--- src/rtl/lieat_wbu.sv ---
// ============================================================================
// Module   : lieat_wbu
// Brief    : Writeback unit arbitrating EXU and long-instruction results into
//            a single regfile port; tracks long instructions in an in-order
//            FIFO and flags dispatch dependencies.
//            Optional macro LIEAT_WBU_OUTREG_EN registers all wb_* outputs.
// Revision : 1.0 - initial release
// ============================================================================
`default_nettype none

`ifndef XLEN
`define XLEN 32
`endif
`ifndef REG_IDX
`define REG_IDX 5
`endif

module lieat_wbu #(
  parameter int LONGI_DEPTH = 4,
  parameter int LONGI_PTR   = $clog2(LONGI_DEPTH)
) (
  input  logic                  clock,
  input  logic                  reset,
  input  logic                  disp_longi_valid,
  output logic                  disp_longi_ready,
  input  logic [`REG_IDX-1:0]   disp_longi_rd,
  input  logic [`XLEN-1:0]      disp_longi_pc,
  input  logic                  disp_longi_lsu,
  output logic [LONGI_PTR-1:0]  disp_longi_tag,
  input  logic [`REG_IDX-1:0]   chk_rs1,
  input  logic [`REG_IDX-1:0]   chk_rs2,
  input  logic [`REG_IDX-1:0]   chk_rd,
  output logic                  chk_dep,
  input  logic                  exu_wb_valid,
  output logic                  exu_wb_ready,
  input  logic                  exu_wb_en,
  input  logic [`REG_IDX-1:0]   exu_wb_rd,
  input  logic [`XLEN-1:0]      exu_wb_data,
  input  logic [`XLEN-1:0]      exu_wb_pc,
  input  logic                  exu_wb_ebreak,
  input  logic                  long_wb_valid,
  output logic                  long_wb_ready,
  input  logic [LONGI_PTR-1:0]  long_wb_tag,
  input  logic [`XLEN-1:0]      long_wb_data,
  output logic                  wb_valid,
  output logic                  wb_en,
  output logic [`REG_IDX-1:0]   wb_rd,
  output logic [`XLEN-1:0]      wb_data,
  output logic [`XLEN-1:0]      wb_pc,
  output logic                  wb_lsu,
  output logic                  wb_ebreak,
  output logic                  longi_empty,
  output logic                  wb_tag_err
);

  localparam int c_XW = `XLEN;
  localparam int c_RW = `REG_IDX;
  localparam logic [LONGI_PTR:0] c_PTR_ONE = {{LONGI_PTR{1'b0}}, 1'b1};

  logic [c_RW-1:0]        r_ent_rd  [LONGI_DEPTH];
  logic [c_XW-1:0]        r_ent_pc  [LONGI_DEPTH];
  logic [LONGI_DEPTH-1:0] r_ent_lsu;
  logic [LONGI_DEPTH-1:0] r_ent_vld;
  logic [LONGI_PTR:0]     r_head;
  logic [LONGI_PTR:0]     r_tail;
  logic                   r_tag_err;

  logic [LONGI_PTR-1:0]   w_head_idx;
  logic [LONGI_PTR-1:0]   w_tail_idx;
  logic                   w_empty;
  logic                   w_full;
  logic                   w_alloc;
  logic                   w_long_ret;
  logic                   w_exu_ret;
  logic [LONGI_DEPTH-1:0] w_dep_hit;
  logic                   w_pend_hit;

  logic                   w_wb_valid;
  logic                   w_wb_en;
  logic [c_RW-1:0]        w_wb_rd;
  logic [c_XW-1:0]        w_wb_data;
  logic [c_XW-1:0]        w_wb_pc;
  logic                   w_wb_lsu;
  logic                   w_wb_ebreak;

  assign w_head_idx = r_head[LONGI_PTR-1:0];
  assign w_tail_idx = r_tail[LONGI_PTR-1:0];
  assign w_empty    = (r_head == r_tail);
  assign w_full     = (r_head[LONGI_PTR] != r_tail[LONGI_PTR]) && (w_head_idx == w_tail_idx);

  // Full is judged on pre-retire state, so a same-cycle retire never frees a slot.
  assign w_alloc    = disp_longi_valid & ~w_full;
  assign w_long_ret = long_wb_valid & ~w_empty;
  assign w_exu_ret  = exu_wb_valid & ~w_long_ret;

  assign disp_longi_ready = ~w_full;
  assign disp_longi_tag   = w_tail_idx;
  assign long_wb_ready    = ~w_empty;
  assign exu_wb_ready     = ~w_long_ret;
  assign longi_empty      = w_empty;
  assign wb_tag_err       = r_tag_err;

  always_comb begin
    w_wb_valid  = 1'b0;
    w_wb_en     = 1'b0;
    w_wb_rd     = '0;
    w_wb_data   = '0;
    w_wb_pc     = '0;
    w_wb_lsu    = 1'b0;
    w_wb_ebreak = 1'b0;
    if (w_long_ret) begin
      w_wb_valid = 1'b1;
      w_wb_en    = (r_ent_rd[w_head_idx] != '0);
      w_wb_rd    = r_ent_rd[w_head_idx];
      w_wb_data  = long_wb_data;
      w_wb_pc    = r_ent_pc[w_head_idx];
      w_wb_lsu   = r_ent_lsu[w_head_idx];
    end else if (w_exu_ret) begin
      w_wb_valid  = 1'b1;
      w_wb_en     = exu_wb_en & (exu_wb_rd != '0);
      w_wb_rd     = exu_wb_rd;
      w_wb_data   = exu_wb_data;
      w_wb_pc     = exu_wb_pc;
      w_wb_ebreak = exu_wb_ebreak;
    end
  end

  always_ff @(posedge clock) begin
    if (reset) begin
      r_head    <= '0;
      r_tail    <= '0;
      r_ent_vld <= '0;
      r_tag_err <= 1'b0;
    end else begin
      if (w_long_ret) begin
        r_ent_vld[w_head_idx] <= 1'b0;
        r_head                <= r_head + c_PTR_ONE;
        if (long_wb_tag != w_head_idx)
          r_tag_err <= 1'b1;
      end
      if (w_alloc) begin
        r_ent_rd[w_tail_idx]  <= disp_longi_rd;
        r_ent_pc[w_tail_idx]  <= disp_longi_pc;
        r_ent_lsu[w_tail_idx] <= disp_longi_lsu;
        r_ent_vld[w_tail_idx] <= 1'b1;
        r_tail                <= r_tail + c_PTR_ONE;
      end
    end
  end

  generate
    for (genvar i = 0; i < LONGI_DEPTH; i++) begin : g_dep
      assign w_dep_hit[i] = r_ent_vld[i] && (r_ent_rd[i] != '0) &&
                            ((r_ent_rd[i] == chk_rs1) || (r_ent_rd[i] == chk_rs2) ||
                             (r_ent_rd[i] == chk_rd));
    end
  endgenerate

`ifdef LIEAT_WBU_OUTREG_EN
  logic              r_wb_valid;
  logic              r_wb_en;
  logic [c_RW-1:0]   r_wb_rd;
  logic [c_XW-1:0]   r_wb_data;
  logic [c_XW-1:0]   r_wb_pc;
  logic              r_wb_lsu;
  logic              r_wb_ebreak;

  always_ff @(posedge clock) begin
    if (reset) begin
      r_wb_valid  <= 1'b0;
      r_wb_en     <= 1'b0;
      r_wb_rd     <= '0;
      r_wb_data   <= '0;
      r_wb_pc     <= '0;
      r_wb_lsu    <= 1'b0;
      r_wb_ebreak <= 1'b0;
    end else begin
      r_wb_valid  <= w_wb_valid;
      r_wb_en     <= w_wb_en;
      r_wb_rd     <= w_wb_rd;
      r_wb_data   <= w_wb_data;
      r_wb_pc     <= w_wb_pc;
      r_wb_lsu    <= w_wb_lsu;
      r_wb_ebreak <= w_wb_ebreak;
    end
  end

  // The registered write is still in flight, so it counts as a hazard too.
  assign w_pend_hit = r_wb_en &&
                      ((r_wb_rd == chk_rs1) || (r_wb_rd == chk_rs2) || (r_wb_rd == chk_rd));

  assign wb_valid  = r_wb_valid;
  assign wb_en     = r_wb_en;
  assign wb_rd     = r_wb_rd;
  assign wb_data   = r_wb_data;
  assign wb_pc     = r_wb_pc;
  assign wb_lsu    = r_wb_lsu;
  assign wb_ebreak = r_wb_ebreak;
`else
  assign w_pend_hit = 1'b0;

  assign wb_valid  = w_wb_valid;
  assign wb_en     = w_wb_en;
  assign wb_rd     = w_wb_rd;
  assign wb_data   = w_wb_data;
  assign wb_pc     = w_wb_pc;
  assign wb_lsu    = w_wb_lsu;
  assign wb_ebreak = w_wb_ebreak;
`endif

  assign chk_dep = (|w_dep_hit) | w_pend_hit;

endmodule

`default_nettype wire

--- config.mk ---
export PLATFORM = sky130hd
export DESIGN_NAME = lieat_wbu
export DESIGN_NICKNAME = d
export VERILOG_FILES = /design/src/rtl/lieat_wbu.sv
export SDC_FILE = /design/constraint.sdc
export NUM_CORES = 1
export LEC_CHECK = 0
export ABC_AREA = 0
export CAP_MARGIN = 20
export CORE_MARGIN = 2
export CORE_UTILIZATION = 60
export DETAILED_ROUTE_END_ITERATION = 7
export DONT_BUFFER_PORTS = 1
export GPL_TIMING_DRIVEN = 0
export MAX_ROUTING_LAYER = met4
export PLACE_DENSITY = 0.76
export SYNTH_ARGS = -nofsm -noshare
export SYNTH_HDL_FRONTEND = slang
export SYNTH_SLANG_ARGS = --single-unit
--- constraint.sdc ---
create_clock -name clock -period 5.2 [get_ports clock]
set_input_delay 0.78 -clock clock [delete_from_list [all_inputs] [get_ports clock]]
set_output_delay 0.78 -clock clock [all_outputs]
set_load 0.02 [all_outputs]
==> run_results.csv <==
group,metric,value,unit
cts,tritoncts,"done",
cts,cts_setup_buffers,0,
floorplanning,die_h,119,µm
pwr,p_int,2.42,mW
floorplanning,dieWidth,119,µm
global_route,grt_max_degree,22,
placed_design,globalplace.congestion,0.856,
cts,path_clk_slew,0.06,ns
timing,slew_violations,0,
logic_synthesis,syn-num-nets,790,
placed_design,dp_hpwl,15.1,mm
route,dr.pass1.iters,4,
global_route,grt_overflow,0,
floorplanning,io_pins,244,
logic_synthesis,ys_async_sr_fraction,0,%
route,routed_wire_length_per_instance,24.6,µm
pwr,p_comb_share,23.7,%
critical_path,cp-end-kind,"output port",
timing,fin_ws,1.74,ns
route,drtIter0Drc,427,
logic_synthesis,syn_avg_cell_area,12.8,µm²
placed_design,io_buffers,0,
pwr,irDropWorstVdd,0.311,mV
timing,rsz0062_at_grt,"false",
logic_synthesis,syn_inst,619,
layout,layout-drive-gt1-share,14.4,%
floorplanning,start_util,62.0,%
floorplanning,die_area,14100,µm²
floorplanning,num_rows,41,
timing,worst_pin_slew,0.964,ns
logic_synthesis,ys_seq_area_share,60.9,%
cts,cts-root-buf,"clkbuf_16",
logic_synthesis,synth.distinct_cells,27,
cts,postCtsHoldBufs,0,
pwr,p_leak,2.86,nW
route,vias_per_cell,6.18,
layout,most-common-layout-cells,"152 x edfxtp_1, 147 x nand2_1, 72 x o21ai_0",
timing,fmax,0.289,GHz
timing,hold_viol_final,0,
global_route,antenna_found_initial,1,
timing,post-route-min-period,3.46,ns
route,wl,20.4,mm
global_route,grtUsageTotal,30.2,%
pwr,p_sw,1.11,mW
critical_path,required,4.42,ns
critical_path,path_max_fanout,10,
pwr,p_seq_share,43.2,%
placed_design,dp_slack,1.93,ns
timing,setup_tns,0,ns
placed_design,placed_area,8240,µm²
global_route,grt_pass1_vias,5181,
logic_synthesis,synth-edff-count,152,
cts,clkSinkCount,165,
layout,final_common_cell,"edfxtp_1",
timing,clock_skew,0.00819,ns
pwr,clkPwrFrac,33.2,%
timing,final.period_utilization,66.5,%
logic_synthesis,synth_warnings,0,
cts,htreeDepth,4,
pwr,power_density,402,nW/µm²
critical_path,arrival,2.68,ns
layout,design_area,8790,µm²
cts,cts_buffer_depth,2,
logic_synthesis,synthesis.area,7930,µm²
layout,area.growth.synth_to_final,11.0,%
timing,setup_viol,0,
layout,finalCoreUtilization,68.9,%
critical_path,cp-start-kind,"flop",
critical_path,crit_type,"flop to output port",
cts,numCtsBuffers,17,
pwr,switching_share,31.5,%
floorplanning,core,12800,µm²
worst_hold_path,min_path_type,"primary input to flop",
timing,relSlewSlack,35.1,%
route,vias,5113,
global_route,grt_first_pass_wirelength,29.9,mm
cts,insertion_delay,0.43,ns
run_status,status,"finished clean",
logic_synthesis,ys_ff_latch,165,
job,max_cap_viol_count,0,
route,drc,0,
cts,cts.repair.resized,0,
layout,final_nets,813,
route,ant_nets,0,
logic_synthesis,ys.flop_type,"edfxtp_1",
-- worst paths after layout --
check / cells past startpoint / endpoint / slack [ns] / startpoint
min reg2reg: 2 / r_ent_vld[3]$_SDFF_PP0_ / 0.48 / r_ent_vld[3]$_SDFF_PP0_
min: 1 / r_ent_vld[3]$_SDFF_PP0_ / 0.42 / reset
max: 6 / wb_pc[8] / 1.74 / r_head[0]$_SDFFE_PP0N_
max reg2reg: 6 / r_ent_pc[2][1]$_DFFE_PP_ / 2.61 / r_head[0]$_SDFFE_PP0N_
-- state kept, by name, indices dropped and copies added, names as in the netlist, named ones only --
| name | flops |
|---|---|
| r_ent_lsu | 4 |
| r_ent_pc | 128 |
| r_ent_rd | 20 |
| r_ent_vld | 4 |
| r_head | 3 |
| r_tail | 3 |
| wb_tag_err | 1 |
-- layout make-up --
| class | count | area [µm²] |
|---|---|---|
| Tap cell | 172 | 215 |
| Antenna cell | 1 | 2.50 |
| Clock buffer | 18 | 429 |
| Buffer | 42 | 200 |
| Multi-Input combinational cell | 404 | 2880 |
| Fill cell | 897 | 3980 |
| Sequential cell | 165 | 4820 |
| Clock inverter | 14 | 123 |
| Timing Repair Buffer | 4 | 95.1 |
| Inverter | 8 | 30.0 |
-- kinds of logic (layout without fill, tap and decap cells) --
group,Yosys count,count (layout),share of synthesized area (%)
AO/OA/AOI/OAI,89,89,6.00
XOR/XNOR,70,70,7.74
adder cells (fa/ha/maj),8,8,1.26
buffers and inverters,50,86,2.90
flip-flops,165,165,60.9
multiplexers,38,38,10.8
other,0,1,0
AND/OR/NAND/NOR,199,199,10.4
-- worst max-delay path: stages (launching register included) --
cell and delay [ns]:
dfxtp_1 0.33, buf_2 0.17, xnor2_1 0.36, a31oi_2 0.24, buf_4 0.24, clkbuf_1 0.26
o21ai_0 0.66
-- power groups by stage --
stage | sequential (mW) | combinational (mW) | clock (mW)
floorplan | 1.54 | 0.657 | 0
global placement | 1.55 | 0.817 | 0
detailed placement | 1.55 | 0.838 | 0
CTS | 1.53 | 0.843 | 1.19
global route | 1.53 | 0.891 | 1.24
finish | 1.53 | 0.836 | 1.17
-- routing by layer --
layer	share of wire [%]	up-vias	track usage, %
met3	7.2	53	7.28
met5	0	-	-
li1	-	2287	-
met1	36	2494	33.3
met4	4.6	0	14.9
met2	52	279	51.6
-- cells in the mapped netlist, types with 2 or more instances --
master	n	share of area, %
edfxtp_1	152	58
nand2_1	147	7.0
o21ai_0	72	4.5
xor2_1	39	4.3
mux4_2	38	11
xnor2_1	31	3.4
clkbuf_1	26	1.2
nand3_1	14	0.88
dfxtp_1	13	3.3
nor3_1	12	0.76
nor2_1	11	0.52
buf_2	10	0.63
ha_1	8	1.3
inv_1	8	0.38
or4_1	7	0.66
and2_1	5	0.39
a21oi_1	4	0.25
a31oi_1	4	0.32
buf_4	4	0.38
a22oi_1	3	0.28
o21ai_1	3	0.19
a31oi_2	2	0.32
buf_6	2	0.28
-- per-stage QoR --
step / power (mW) / cells / hold WS (ns)
2_1_floorplan: 2.20 / 619 / 0.427
3_3_place_gp: 2.37 / 791 / 0.460
3_5_place_dp: 2.39 / 795 / 0.467
4_1_cts: 3.55 / 827 / 0.407
5_1_grt: 3.66 / 828 / 0.410
6_report: 3.53 / 828 / 0.422
Note: power is estimated with default switching activity, not from simulation.
